===== src/rtl/wb_arbiter_if.sv =====
// Purpose: bundles the writeback arbiter's request, issue, status and register-file signals.
// Latency: none (signal bundle only).
// Backpressure: only the M request path is flow-controlled, through m_ready.
interface wb_arbiter_if;
  // pipeline (P) writeback request, never backpressured
  logic        p_valid;
  logic [4:0]  p_dest;
  logic [31:0] p_data;
  // multi-cycle unit (M) writeback request
  logic        m_valid;
  logic [4:0]  m_dest;
  logic [31:0] m_data;
  logic        m_ready;
  // M operation issue, marks its destination as outstanding
  logic        issue_valid;
  logic [4:0]  issue_dest;
  // status back to the pipeline
  logic [31:0] pending;
  logic        p_stall;
  logic        err;
  // register file write port
  logic        rf_load;
  logic [4:0]  rf_dest;
  logic [31:0] rf_in;

  // requesters: pipeline, multi-cycle unit and issue logic
  modport master (
    output p_valid, p_dest, p_data,
    output m_valid, m_dest, m_data,
    output issue_valid, issue_dest,
    input  m_ready, pending, p_stall, err,
    input  rf_load, rf_dest, rf_in
  );

  // the arbiter itself
  modport slave (
    input  p_valid, p_dest, p_data,
    input  m_valid, m_dest, m_data,
    input  issue_valid, issue_dest,
    output m_ready, pending, p_stall, err,
    output rf_load, rf_dest, rf_in
  );
endinterface


===== src/rtl/wb_arbiter.sv =====
// Purpose: arbitrates pipeline (P) and multi-cycle (M) writebacks onto one register-file write port.
// Latency: P request to rf_load 1 cycle; M request to rf_load at least 2 cycles (2-entry FIFO).
// Backpressure: P never backpressured but throttled by a one-cycle p_stall; M held off by m_ready when FIFO full.
module wb_arbiter #(
  parameter int unsigned STARVE_MAX = 4
) (
  input logic        clk,
  input logic        rst_n,
  wb_arbiter_if.slave bus
);

  // Starvation threshold in the counter's own width (legal range 1..15).
  localparam logic [4:0] STARVE_LIM = 5'(STARVE_MAX);

  typedef struct packed {
    logic [4:0]  dest;
    logic [31:0] data;
  } wr_req_t;

  // ---------------------------------------------------------------
  // State
  // ---------------------------------------------------------------
  wr_req_t     fifo_mem [2];
  logic        rd_ptr;
  logic        wr_ptr;
  logic [1:0]  fifo_cnt;
  logic        ready_en;      // low in reset, high from the first edge after release
  logic [3:0]  starve_cnt;
  logic        p_stall_q;
  logic        rf_load_q;
  logic [4:0]  rf_dest_q;
  logic [31:0] rf_in_q;
  logic [31:0] pending_q;
  logic        err_q;

  // ---------------------------------------------------------------
  // Combinational decode
  // ---------------------------------------------------------------
  logic        fifo_full;
  logic        fifo_empty;
  logic        m_ready_int;
  logic        push;
  logic        p_sel;
  logic        m_sel;
  wr_req_t     head;
  logic        p_violation;
  logic        issue_set;
  logic        issue_dup;
  logic        m_orphan;
  logic        head_blocked;
  logic [4:0]  starve_inc;
  logic [31:0] pending_next;

  assign fifo_full   = (fifo_cnt == 2'd2);
  assign fifo_empty  = (fifo_cnt == 2'd0);
  // Full blocks acceptance even when the head pops this cycle, so the
  // FIFO never sees push and pop together while full.
  assign m_ready_int = ready_en && !fifo_full;
  // dest=0 requests are acknowledged but never buffered.
  assign push        = bus.m_valid && m_ready_int && (bus.m_dest != 5'd0);

  assign head        = fifo_mem[rd_ptr];
  // P wins unless it targets r0 or the pipeline is being throttled;
  // otherwise the buffered M head drains.
  assign p_sel       = bus.p_valid && (bus.p_dest != 5'd0) && !p_stall_q;
  assign m_sel       = !p_sel && !fifo_empty;
  assign head_blocked = !fifo_empty && !m_sel;
  assign starve_inc  = {1'b0, starve_cnt} + 5'd1;

  // Protocol checks feeding the sticky error flag.
  assign p_violation = bus.p_valid && (bus.p_dest != 5'd0) && p_stall_q;
  assign issue_set   = bus.issue_valid && (bus.issue_dest != 5'd0);
  assign issue_dup   = issue_set && pending_q[bus.issue_dest];
  assign m_orphan    = m_sel && !pending_q[head.dest];

  // Next pending mask: M commit clears, a same-cycle issue re-sets (set wins); r0 never pending.
  always_comb begin
    pending_next = pending_q;
    if (m_sel) begin
      pending_next[head.dest] = 1'b0;
    end
    if (issue_set) begin
      pending_next[bus.issue_dest] = 1'b1;
    end
    pending_next[0] = 1'b0;
  end

  // ---------------------------------------------------------------
  // Sequential logic
  // ---------------------------------------------------------------

  // Enable M acceptance from the first clock edge after reset release.
  always_ff @(posedge clk or negedge rst_n) begin
    if (!rst_n) begin
      ready_en <= 1'b0;
    end else begin
      ready_en <= 1'b1;
    end
  end

  // FIFO pointers and occupancy; the head pops exactly when selected.
  always_ff @(posedge clk or negedge rst_n) begin
    if (!rst_n) begin
      rd_ptr   <= 1'b0;
      wr_ptr   <= 1'b0;
      fifo_cnt <= 2'd0;
    end else begin
      if (push) begin
        wr_ptr <= ~wr_ptr;
      end
      if (m_sel) begin
        rd_ptr <= ~rd_ptr;
      end
      case ({push, m_sel})
        2'b10:   fifo_cnt <= fifo_cnt + 2'd1;
        2'b01:   fifo_cnt <= fifo_cnt - 2'd1;
        default: fifo_cnt <= fifo_cnt;
      endcase
    end
  end

  // FIFO storage; contents are meaningless while the count says empty.
  always_ff @(posedge clk) begin
    if (push) begin
      fifo_mem[wr_ptr] <= '{dest: bus.m_dest, data: bus.m_data};
    end
  end

  // Starvation counter: one-cycle p_stall after STARVE_MAX blocked head cycles.
  always_ff @(posedge clk or negedge rst_n) begin
    if (!rst_n) begin
      starve_cnt <= 4'd0;
      p_stall_q  <= 1'b0;
    end else if (head_blocked) begin
      if (starve_inc == STARVE_LIM) begin
        starve_cnt <= 4'd0;
        p_stall_q  <= 1'b1;
      end else begin
        starve_cnt <= starve_inc[3:0];
        p_stall_q  <= 1'b0;
      end
    end else begin
      // empty FIFO or a pop this cycle
      starve_cnt <= 4'd0;
      p_stall_q  <= 1'b0;
    end
  end

  // Register-file write port: registered winner, address/data held while idle.
  always_ff @(posedge clk or negedge rst_n) begin
    if (!rst_n) begin
      rf_load_q <= 1'b0;
      rf_dest_q <= 5'd0;
      rf_in_q   <= 32'd0;
    end else if (p_sel) begin
      rf_load_q <= 1'b1;
      rf_dest_q <= bus.p_dest;
      rf_in_q   <= bus.p_data;
    end else if (m_sel) begin
      rf_load_q <= 1'b1;
      rf_dest_q <= head.dest;
      rf_in_q   <= head.data;
    end else begin
      rf_load_q <= 1'b0;
    end
  end

  // Outstanding-write mask and sticky protocol error.
  always_ff @(posedge clk or negedge rst_n) begin
    if (!rst_n) begin
      pending_q <= 32'd0;
      err_q     <= 1'b0;
    end else begin
      pending_q <= pending_next;
      if (p_violation || issue_dup || m_orphan) begin
        err_q <= 1'b1;
      end
    end
  end

  // ---------------------------------------------------------------
  // Outputs
  // ---------------------------------------------------------------
  assign bus.m_ready = m_ready_int;
  assign bus.pending = pending_q;
  assign bus.p_stall = p_stall_q;
  assign bus.err     = err_q;
  assign bus.rf_load = rf_load_q;
  assign bus.rf_dest = rf_dest_q;
  assign bus.rf_in   = rf_in_q;

endmodule


===== src/flat_wrapper.sv =====
// flat-port wrapper written by rule: the top's interface ports become plain ports
module wb_arbiter_flat 
#(
  parameter int unsigned STARVE_MAX = 4
)
  (clk, rst_n, bus_p_valid, bus_p_dest, bus_p_data, bus_m_valid, bus_m_dest, bus_m_data, bus_issue_valid, bus_issue_dest, bus_m_ready, bus_pending, bus_p_stall, bus_err, bus_rf_load, bus_rf_dest, bus_rf_in);
  wb_arbiter_if bus_i ();
  input logic clk;
  input logic rst_n;
  input wire logic [$bits(bus_i.p_valid)-1:0] bus_p_valid;
  input wire logic [$bits(bus_i.p_dest)-1:0] bus_p_dest;
  input wire logic [$bits(bus_i.p_data)-1:0] bus_p_data;
  input wire logic [$bits(bus_i.m_valid)-1:0] bus_m_valid;
  input wire logic [$bits(bus_i.m_dest)-1:0] bus_m_dest;
  input wire logic [$bits(bus_i.m_data)-1:0] bus_m_data;
  input wire logic [$bits(bus_i.issue_valid)-1:0] bus_issue_valid;
  input wire logic [$bits(bus_i.issue_dest)-1:0] bus_issue_dest;
  output wire logic [$bits(bus_i.m_ready)-1:0] bus_m_ready;
  output wire logic [$bits(bus_i.pending)-1:0] bus_pending;
  output wire logic [$bits(bus_i.p_stall)-1:0] bus_p_stall;
  output wire logic [$bits(bus_i.err)-1:0] bus_err;
  output wire logic [$bits(bus_i.rf_load)-1:0] bus_rf_load;
  output wire logic [$bits(bus_i.rf_dest)-1:0] bus_rf_dest;
  output wire logic [$bits(bus_i.rf_in)-1:0] bus_rf_in;
  assign bus_i.p_valid = bus_p_valid;
  assign bus_i.p_dest = bus_p_dest;
  assign bus_i.p_data = bus_p_data;
  assign bus_i.m_valid = bus_m_valid;
  assign bus_i.m_dest = bus_m_dest;
  assign bus_i.m_data = bus_m_data;
  assign bus_i.issue_valid = bus_issue_valid;
  assign bus_i.issue_dest = bus_issue_dest;
  assign bus_m_ready = bus_i.m_ready;
  assign bus_pending = bus_i.pending;
  assign bus_p_stall = bus_i.p_stall;
  assign bus_err = bus_i.err;
  assign bus_rf_load = bus_i.rf_load;
  assign bus_rf_dest = bus_i.rf_dest;
  assign bus_rf_in = bus_i.rf_in;
  wb_arbiter #(.STARVE_MAX(STARVE_MAX)) u_core (.clk(clk), .rst_n(rst_n), .bus(bus_i));
endmodule

===== config.mk =====
export PLATFORM = sky130hd
export DESIGN_NAME = wb_arbiter_flat
export DESIGN_NICKNAME = d
export VERILOG_FILES = /design/src/rtl/wb_arbiter_if.sv /design/src/rtl/wb_arbiter.sv /design/src/flat_wrapper.sv
export SDC_FILE = /design/constraint.sdc
export NUM_CORES = 1
export LEC_CHECK = 0
export CORE_MARGIN = 5
export CORE_UTILIZATION = 45
export CTS_CLUSTER_DIAMETER = 120
export DETAILED_ROUTE_END_ITERATION = 8
export PLACE_DENSITY = 0.88
export SKIP_LAST_GASP = 1
export SLEW_MARGIN = 40
export SYNTH_ARGS = -nofsm -noshare
export SYNTH_HDL_FRONTEND = slang
export SYNTH_SLANG_ARGS = --single-unit

===== constraint.sdc =====
create_clock -name clk -period 2.7 [get_ports clk]
set_input_delay 0.675 -clock clk [delete_from_list [all_inputs] [get_ports clk]]
set_output_delay 0.675 -clock clk [all_outputs]
set_load 0.02 [all_outputs]

==> results.txt, run 1 <==
- For this run, the post-layout net count is 833.
- After synthesis, the largest area contributor takes up 32.9% of total cell area.
- Clock tree from TritonCTS: yes
- Post-synth EDFFs: 74
- In this run the vertical extent of the chip is 132 um.
- The area growth from synthesis to layout is 36.4%.
* Most common cell after layout, fill and taps aside: clkdlybuf4s50_1
- After routing the design area is 9210 um^2.
- Traced cell by cell, the critical path runs through mux2i_1 > nand2_1 > or3_1 > o21ai_0 > o21ai_0.
- The floorplan has 44 rows.
- Final count of hold timing violations: 0
- Remaining routing DRC violations: 0
- Synthesis instantiated 55 different standard cells from the library.
- In this run, synthesis produced a sequential element count of 154.
- In the final layout, the share of cells above drive strength 1 is 10.0%.
- At the end of routability-driven placement, the weighted congestion stood at 0.928.
- Timing-limited maximum frequency: 395 MHz
- Largest cells by area after synthesis: edfxtp_1 (33%), dfrtp_1 (30%), o21ai_0 (7.6%), mux2i_1 (6.1%), nand2_1 (3.2%)
* Worst hold path class: input port to asynchronous set/reset pin
* Slowest stage cell, crit path: mux2i_1
- In the synthesized netlist, mux cells make up 9.14% of the area.
- The largest single stage delay on the critical path is 760 ps.
* Complex-gate fraction of the synthesized area: 14.5%
* Pwr per Cell Area: 1040 nW/um^2
* Setup crit start kind: register
- The critical path is of the register to register type.
- Worst R2R Path Depth: 5
- Among the stages of the critical path, the cell type that occurs most often is o21ai_0.
- Entering global routing, the biggest net connects 78 pins.
* Overflow left after global routing: 0
- Setup total negative slack on the finished layout was measured at 0 ps.
- Warnings from Yosys: 0
- # clock sinks: 154
- Number of max-cap violations: 0
- Result of the run: finished, final reports clean
- The final critical path takes up 93.8% of the cycle.
* Post-DP Area: 8640 um^2
- Required time of the critical path: 2970 ps
- Critical Path End Type: register
- In this run the critical register-to-register path is captured at u_core.bus.pending[13]$_DFF_PN0_.
- On the final layout, the worst clock skew is 7.98 ps.
* Wire length of the first global-routing pass: 27.9 mm
- Summing the areas of all fa, ha and maj instances in the mapped netlist gives 0.371% of the synthesized area.
- Along the worst path, the maximum fanout reaches 20.
- Share of the yosys chip area belonging to registers: 62.6%
* Aggregate global-route resource usage: 20.0%
- Synthesized area per cell: 11.6 um^2
* Finish-stage setup viols: 0
* Antenna Violating Nets Remaining: 0
* Detailed-route via count: 5305
* Layout Utilization: 62.9%
* IO buf count: 155
- Of the total synthesized cell area, the portion taken by AND, OR, NAND and NOR gates is 10.0%.
- Peak supply drop: 644 uV
* First-pass detailed-route iteration total: 5
- The H-tree was split into 4 levels.
- Cell leakage power: 0.00356 uW
- Highest-count cells in the layout ignoring fill and taps: clkdlybuf4s50_1 (154), o21ai_0 (103), dfrtp_1 (79)
- Vias in the first global route: 5429
* Syn Nets: 666
- In this run the clock root is driven by a clkbuf_16.
- Placed wire-length estimate after detailed placement: 12.6 mm
* Post-synthesis async set-or-reset flop share: 51.9%
* Final std cells w/o fill: 944
- Combinational family with the most area after synthesis: compound AO/OA/AOI/OAI gates
- Dominant synthesized flop cell: dfrtp_1
- Slew margin rel.: 42.7%
- The initial utilization of the core area, before any placement, comes to 46.1%.
- The detailed router finished its first iteration with 417 violations.
- Maximum count of clock buffers along a single path: 2
- RSZ-0062 raised after global routing: false
- Worst Tran Pin Value: 836 ps
* Yosys top cell by area: edfxtp_1
* Reg2reg start: u_core.rd_ptr$_DFFE_PN0P_
- Final max-slew violation count: 0
* Arrival time at the worst endpoint: 2800 ps
- Tmin final: 2530 ps
* Number of top-level pins: 157
* Number of buffers added to fix hold violations after cts: 0
- Post-synth design cell area: 6750 um^2
- After detailed placement, the design holds a cell count of 912.
- Width of the chip: 132 um
* Synthesized instance count: 580
- TritonCTS Buffers: 17
- 0 antenna diodes ended up in the layout.
- Of the total synthesized cell area, the portion taken by XOR and XNOR cells is 0.778%.
- Using the TritonRoute via totals, the vias-per-cell ratio works out to 5.62.
- Clk_lat worst skew: 420 ps
- Clock-pin slew was measured on the worst setup and hold paths at 60 ps.
- The floorplan step defined a core boundary enclosing 14600 um^2.
- Reg-to-reg slack, setup: 170 ps
- Dividing the detail-routed wire length by the instance count gives 18.5 um.
* Initial antenna violation count: 0
- Routed Wire Length: 17.5 mm
* Floorplan die area: 17500 um^2
[power breakdown]
| part | switching (uW) | internal (uW) | total [uW] |
|---|---|---|---|
| logic | 2000 | 1700 | 3700 |
| clock network | 919 | 1350 | 2270 |
| registers | 546 | 3090 | 3630 |
| total | 3470 | 6140 | 9610 |
[routing by layer]
metal / track usage, % / routed length (um) / vias to the layer above
li1: - / - / 2454
met1: 23.9 / 6880 / 2549
met2: 33.6 / 8510 / 272
met3: 7.02 / 1780 / 30
met4: 7.22 / 335 / 0
met5: 0 / 0 / -
[kinds of logic after synthesis]
| group | count (synthesis) |
|---|---|
| multiplexers | 51 |
| AO/OA/AOI/OAI | 176 |
| flip-flops | 154 |
| other | 2 |
| adder cells (fa/ha/maj) | 2 |
| AND/OR/NAND/NOR | 150 |
| buffers and inverters | 39 |
| XOR/XNOR | 6 |
[cells in the mapped netlist (all sizes together), types with 2 or more instances]
cell type,instances
inv,6
mux4,8
nand2,58
o22ai,2
nor4,2
dfrtp,80
mux2i,41
nand3,11
xnor2,2
nand2b,8
a22o,2
conb,2
buf,10
and2,2
o32ai,2
a222oi,2
edfxtp,74
nor2,49
or2,2
nand3b,2
xor2,4
mux2,2
a21oi,43
ha,2
o211ai,2
clkbuf,23
a22oi,8
o21ai,104
nor2b,6
nor3,3
[worst max-delay path by stage]
stage                                    from                          endpoint  slack [ps]  cells past startpoint
2_1_floorplan  u_core.fifo_cnt[0]$_DFFE_PN0P_   u_core.fifo_mem[1][0]$_DFFE_PP_          20                      5
3_3_place_gp                    bus_p_dest[4]    u_core.starve_cnt[0]$_DFF_PN0_        -140                      7
3_5_place_dp                    bus_p_dest[4]    u_core.starve_cnt[0]$_DFF_PN0_        -230                      7
6_report            u_core.rd_ptr$_DFFE_PN0P_  u_core.bus.pending[13]$_DFF_PN0_         170                      5
4_1_cts        u_core.fifo_cnt[0]$_DFFE_PN0P_                       bus_m_ready         100                      3
5_1_grt             u_core.rd_ptr$_DFFE_PN0P_  u_core.bus.pending[13]$_DFF_PN0_          30                      5
[area by class of cell]
class                   instances  area [um^2]
clock buffers                  20          437
flip-flops and latches        154         4230
well taps                     184          230
fillers                      1125         5440
multi-input cells             387         2380
clock inverters                12          126
repair buffers                181         1780
inverters                       6         22.5
[sequential cells by signal, indices dropped and copies added, names as in the netlist]
signal / cells
u_core.bus.p_stall: 1
u_core.bus.rf_dest: 5
u_core.fifo_cnt: 2
u_core.bus.pending: 31
u_core.wr_ptr: 1
u_core.rd_ptr: 1
u_core.ready_en: 1
u_core.fifo_mem: 74
u_core.bus.err: 1
u_core.bus.rf_load: 1
u_core.bus.rf_in: 32
u_core.starve_cnt: 4
[worst max-delay path, delay by kind of cell (launching register included)]
kind	cells	cell delay, ps
mux	1	760
simple gates	2	670
flops	1	590
compound gates	2	360
[metrics by stage]
step	total power, uW	hold slack (ps)	setup slack (ps)
2_1_floorplan	5680	379	17.5
3_3_place_gp	7270	464	-145
3_5_place_dp	7360	474	-226
4_1_cts	9650	199	99.1
5_1_grt	10100	234	33.6
6_report	9610	203	169
[repair_timing]
action	4_1_cts	5_1_grt
endpoints found under the setup margin	1	0
buffers inserted	0	0
resized for setup	1	0
(Power assumes the default switching activity.)
==> run 2: changes to the inputs <==
--- a/config.mk
+++ b/config.mk
@@ -6,7 +6,7 @@
 export NUM_CORES = 1
 export LEC_CHECK = 0
 export CORE_MARGIN = 5
-export CORE_UTILIZATION = 45
+export CORE_UTILIZATION = 47
 export CTS_CLUSTER_DIAMETER = 120
 export DETAILED_ROUTE_END_ITERATION = 8
 export PLACE_DENSITY = 0.88
==> constraint.sdc (replaced) <==
create_clock -name clk -period 3.15 [get_ports clk]
set_input_delay 0.7875 -clock clk [delete_from_list [all_inputs] [get_ports clk]]
set_output_delay 0.7875 -clock clk [all_outputs]
set_load 0.02 [all_outputs]
==> results.txt, run 2 (synthesized netlist as in run 1, its figures left out) <==
- The run finished with clean final reports.
- GR peak layer: met2
- Setup violations remaining at the end of the flow were counted as 0.
- Layout cells sized above 1: 8.86%
- Number of max-cap violations: 0
- Nets: 818
- Tmin final: 2750 ps
* Required time of the critical path: 2360 ps
* Count of buffers added by post-CTS timing repair for setup: 0
- Critical Setup Path Class: register to primary output
* Final sum of negative setup slack: 0 ps
* Final weighted congestion in routability-driven placement: 0.928
- The layout has 1045 filler cells.
* Vias in the first global route: 5490
* Root Driver: clkbuf_16
- Global routing used 22.3% of the available tracks.
* Routed Wire Length: 18.3 mm
* Overflow left after global routing: 0
- The library cell used most frequently in the layout, excluding fill and tap cells, is clkdlybuf4s50_1.
- Placed wire-length estimate after detailed placement: 12.8 mm
- Worst Tran Pin Value: 706 ps
- Slew margin rel.: 52.8%
- For met3 alone, demand over resource in global routing was 7.53%.
- First-pass detailed-route iteration total: 5
* Number of top-level pins: 157
* Share of the clock period used by the worst path: 87.4%
- CTS saw 154 sinks.
- Initial DRC Count: 607
* Final max-slew violation count: 0
- For the worst setup path, the data arrival time is 1970 ps.
* Width of the chip: 130 um
* Wire length of the first global-routing pass: 28.7 mm
- For this design the static power due to leakage is 0.00348 uW.
* Multi-input combinational cell area: 2390 um^2
- Peak supply drop: 484 uV
- Wirelength per Cell: 19.8 um
- Maximum number of pins on one net before global-route repair: 68
* Highest-count cells in the layout ignoring fill and taps: clkdlybuf4s50_1 (154), o21ai_0 (103), dfrtp_1 (79)
- RSZ-0062 raised after global routing: false
- Once layout is complete, the utilization of the core stands at 65.0%.
* Antenna cells: 0
- The worst setup path is launched from a register.
- The number of failing hold endpoints at the final stage was 0.
- Core box area: 14000 um^2
* Max reg flops: 74
- IO buf count: 155
- Pwr per Cell Area: 900 nW/um^2
- Between clock sinks in the finished design, the worst skew comes to 10.7 ps.
* Vertical die dimension: 130 um
- The worst setup path is captured at a primary output.
* Post-DR vias/cell: 5.77
* Cts repair resizes: 0
- Htree depth: 4
- The tightest min-delay check is of the input port to asynchronous set/reset pin type.
- Counting along the longest clock path gives a buffer depth of 2.
- After clock tree synthesis, the clock-pin slew on the worst setup and hold paths is 70 ps.
* Clk_lat worst skew: 430 ps
* Register with the most flip-flops: u_core.fifo_mem
* Antenna Violating Nets Remaining: 0
- Syn-to-layout area delta: 34.7%
- Across all register-to-register paths, the minimum setup slack is 690 ps.
* TritonCTS Buffers: 17
* Floorplan die area: 16900 um^2
- The sequential cells in the finished layout cover a total of 4230 um^2.
- The initial antenna violation count was 0.
- The floorplan has 43 rows.
- Once the floorplan was initialized, standard cells occupied 48.3% of the core.
- Global routing used 36.1% of the available met2 tracks.
- Clock tree from TritonCTS: yes
- Buffers inserted to repair hold after CTS numbered 0.
- For this run, design rule violations remaining after detail routing come to 0.
- Detailed-route via count: 5336
- Timing-limited maximum frequency: 363 MHz
- Of all nets on the critical path, the largest fanout is 5.
- Met1 global-route usage: 28.4%
[run 2: cell count changes in the layout (fill, tap and decap cells not counted), moves of 2 or more]
cell,previous run,this run
bufinv_16,2,0
buf_4,24,8
inv_8,0,3
inv_6,0,4
clkbuf_1,3,0
[run 2: final timing paths]
path | to | cells after the start | from
setup / recovery | bus_m_ready | 3 | u_core.fifo_cnt[0]$_DFFE_PN0P_
hold / removal | u_core.bus.pending[14]$_DFF_PN0_ | 1 | rst_n
setup reg to reg | u_core.bus.err$_DFFE_PN0P_ | 6 | u_core.rd_ptr$_DFFE_PN0P_
hold reg to reg | u_core.starve_cnt[0]$_DFF_PN0_ | 1 | u_core.starve_cnt[0]$_DFF_PN0_
max in group asynchronous | u_core.bus.pending[17]$_DFF_PN0_ | 2 | rst_n
min in group clk | u_core.starve_cnt[0]$_DFF_PN0_ | 1 | u_core.starve_cnt[0]$_DFF_PN0_
[run 2: critical path: stages (launching register included)]
cell	delay, ps
dfrtp_1	460
inv_1	60
a21boi_0	330
clkdlybuf4s50_1	680
[run 2: layer usage]
layer | up-vias | wire length, um
met4 | 0 | 314
met5 | - | 0
met3 | 24 | 1660
met2 | 283 | 8840
li1 | 2421 | -
met1 | 2608 | 7520
[run 2: per-stage QoR]
stage / instances / area (um^2) / setup WS [ps] / total power [uW] / hold slack (ps)
final: 925 / 9090 / 397 / 8180 / 330
after global routing: 925 / 9090 / 304 / 8610 / 358
after CTS: 925 / 9090 / 305 / 8230 / 455
after detailed placement: 893 / 8530 / 174 / 6280 / 464
after global placement: 893 / 8530 / 204 / 6190 / 448
after floorplan: 580 / 6750 / 347 / 4860 / 438
[run 2: final cells by class]
type / count / area share, %
Sequential cell: 154 / 46.5
Multi-Input combinational cell: 387 / 26.3
Timing Repair Buffer: 166 / 18.4
Clock buffer: 17 / 4.68
Tap cell: 180 / 2.48
Clock inverter: 15 / 1.47
Inverter: 6 / 0.248
[run 2: power breakdown]
part	switching, uW	internal [uW]	total (uW)	leakage, uW
Combinational	1710	1420	3130	0.00158
Clock	885	1040	1920	0.000265
Sequential	489	2650	3130	0.00164
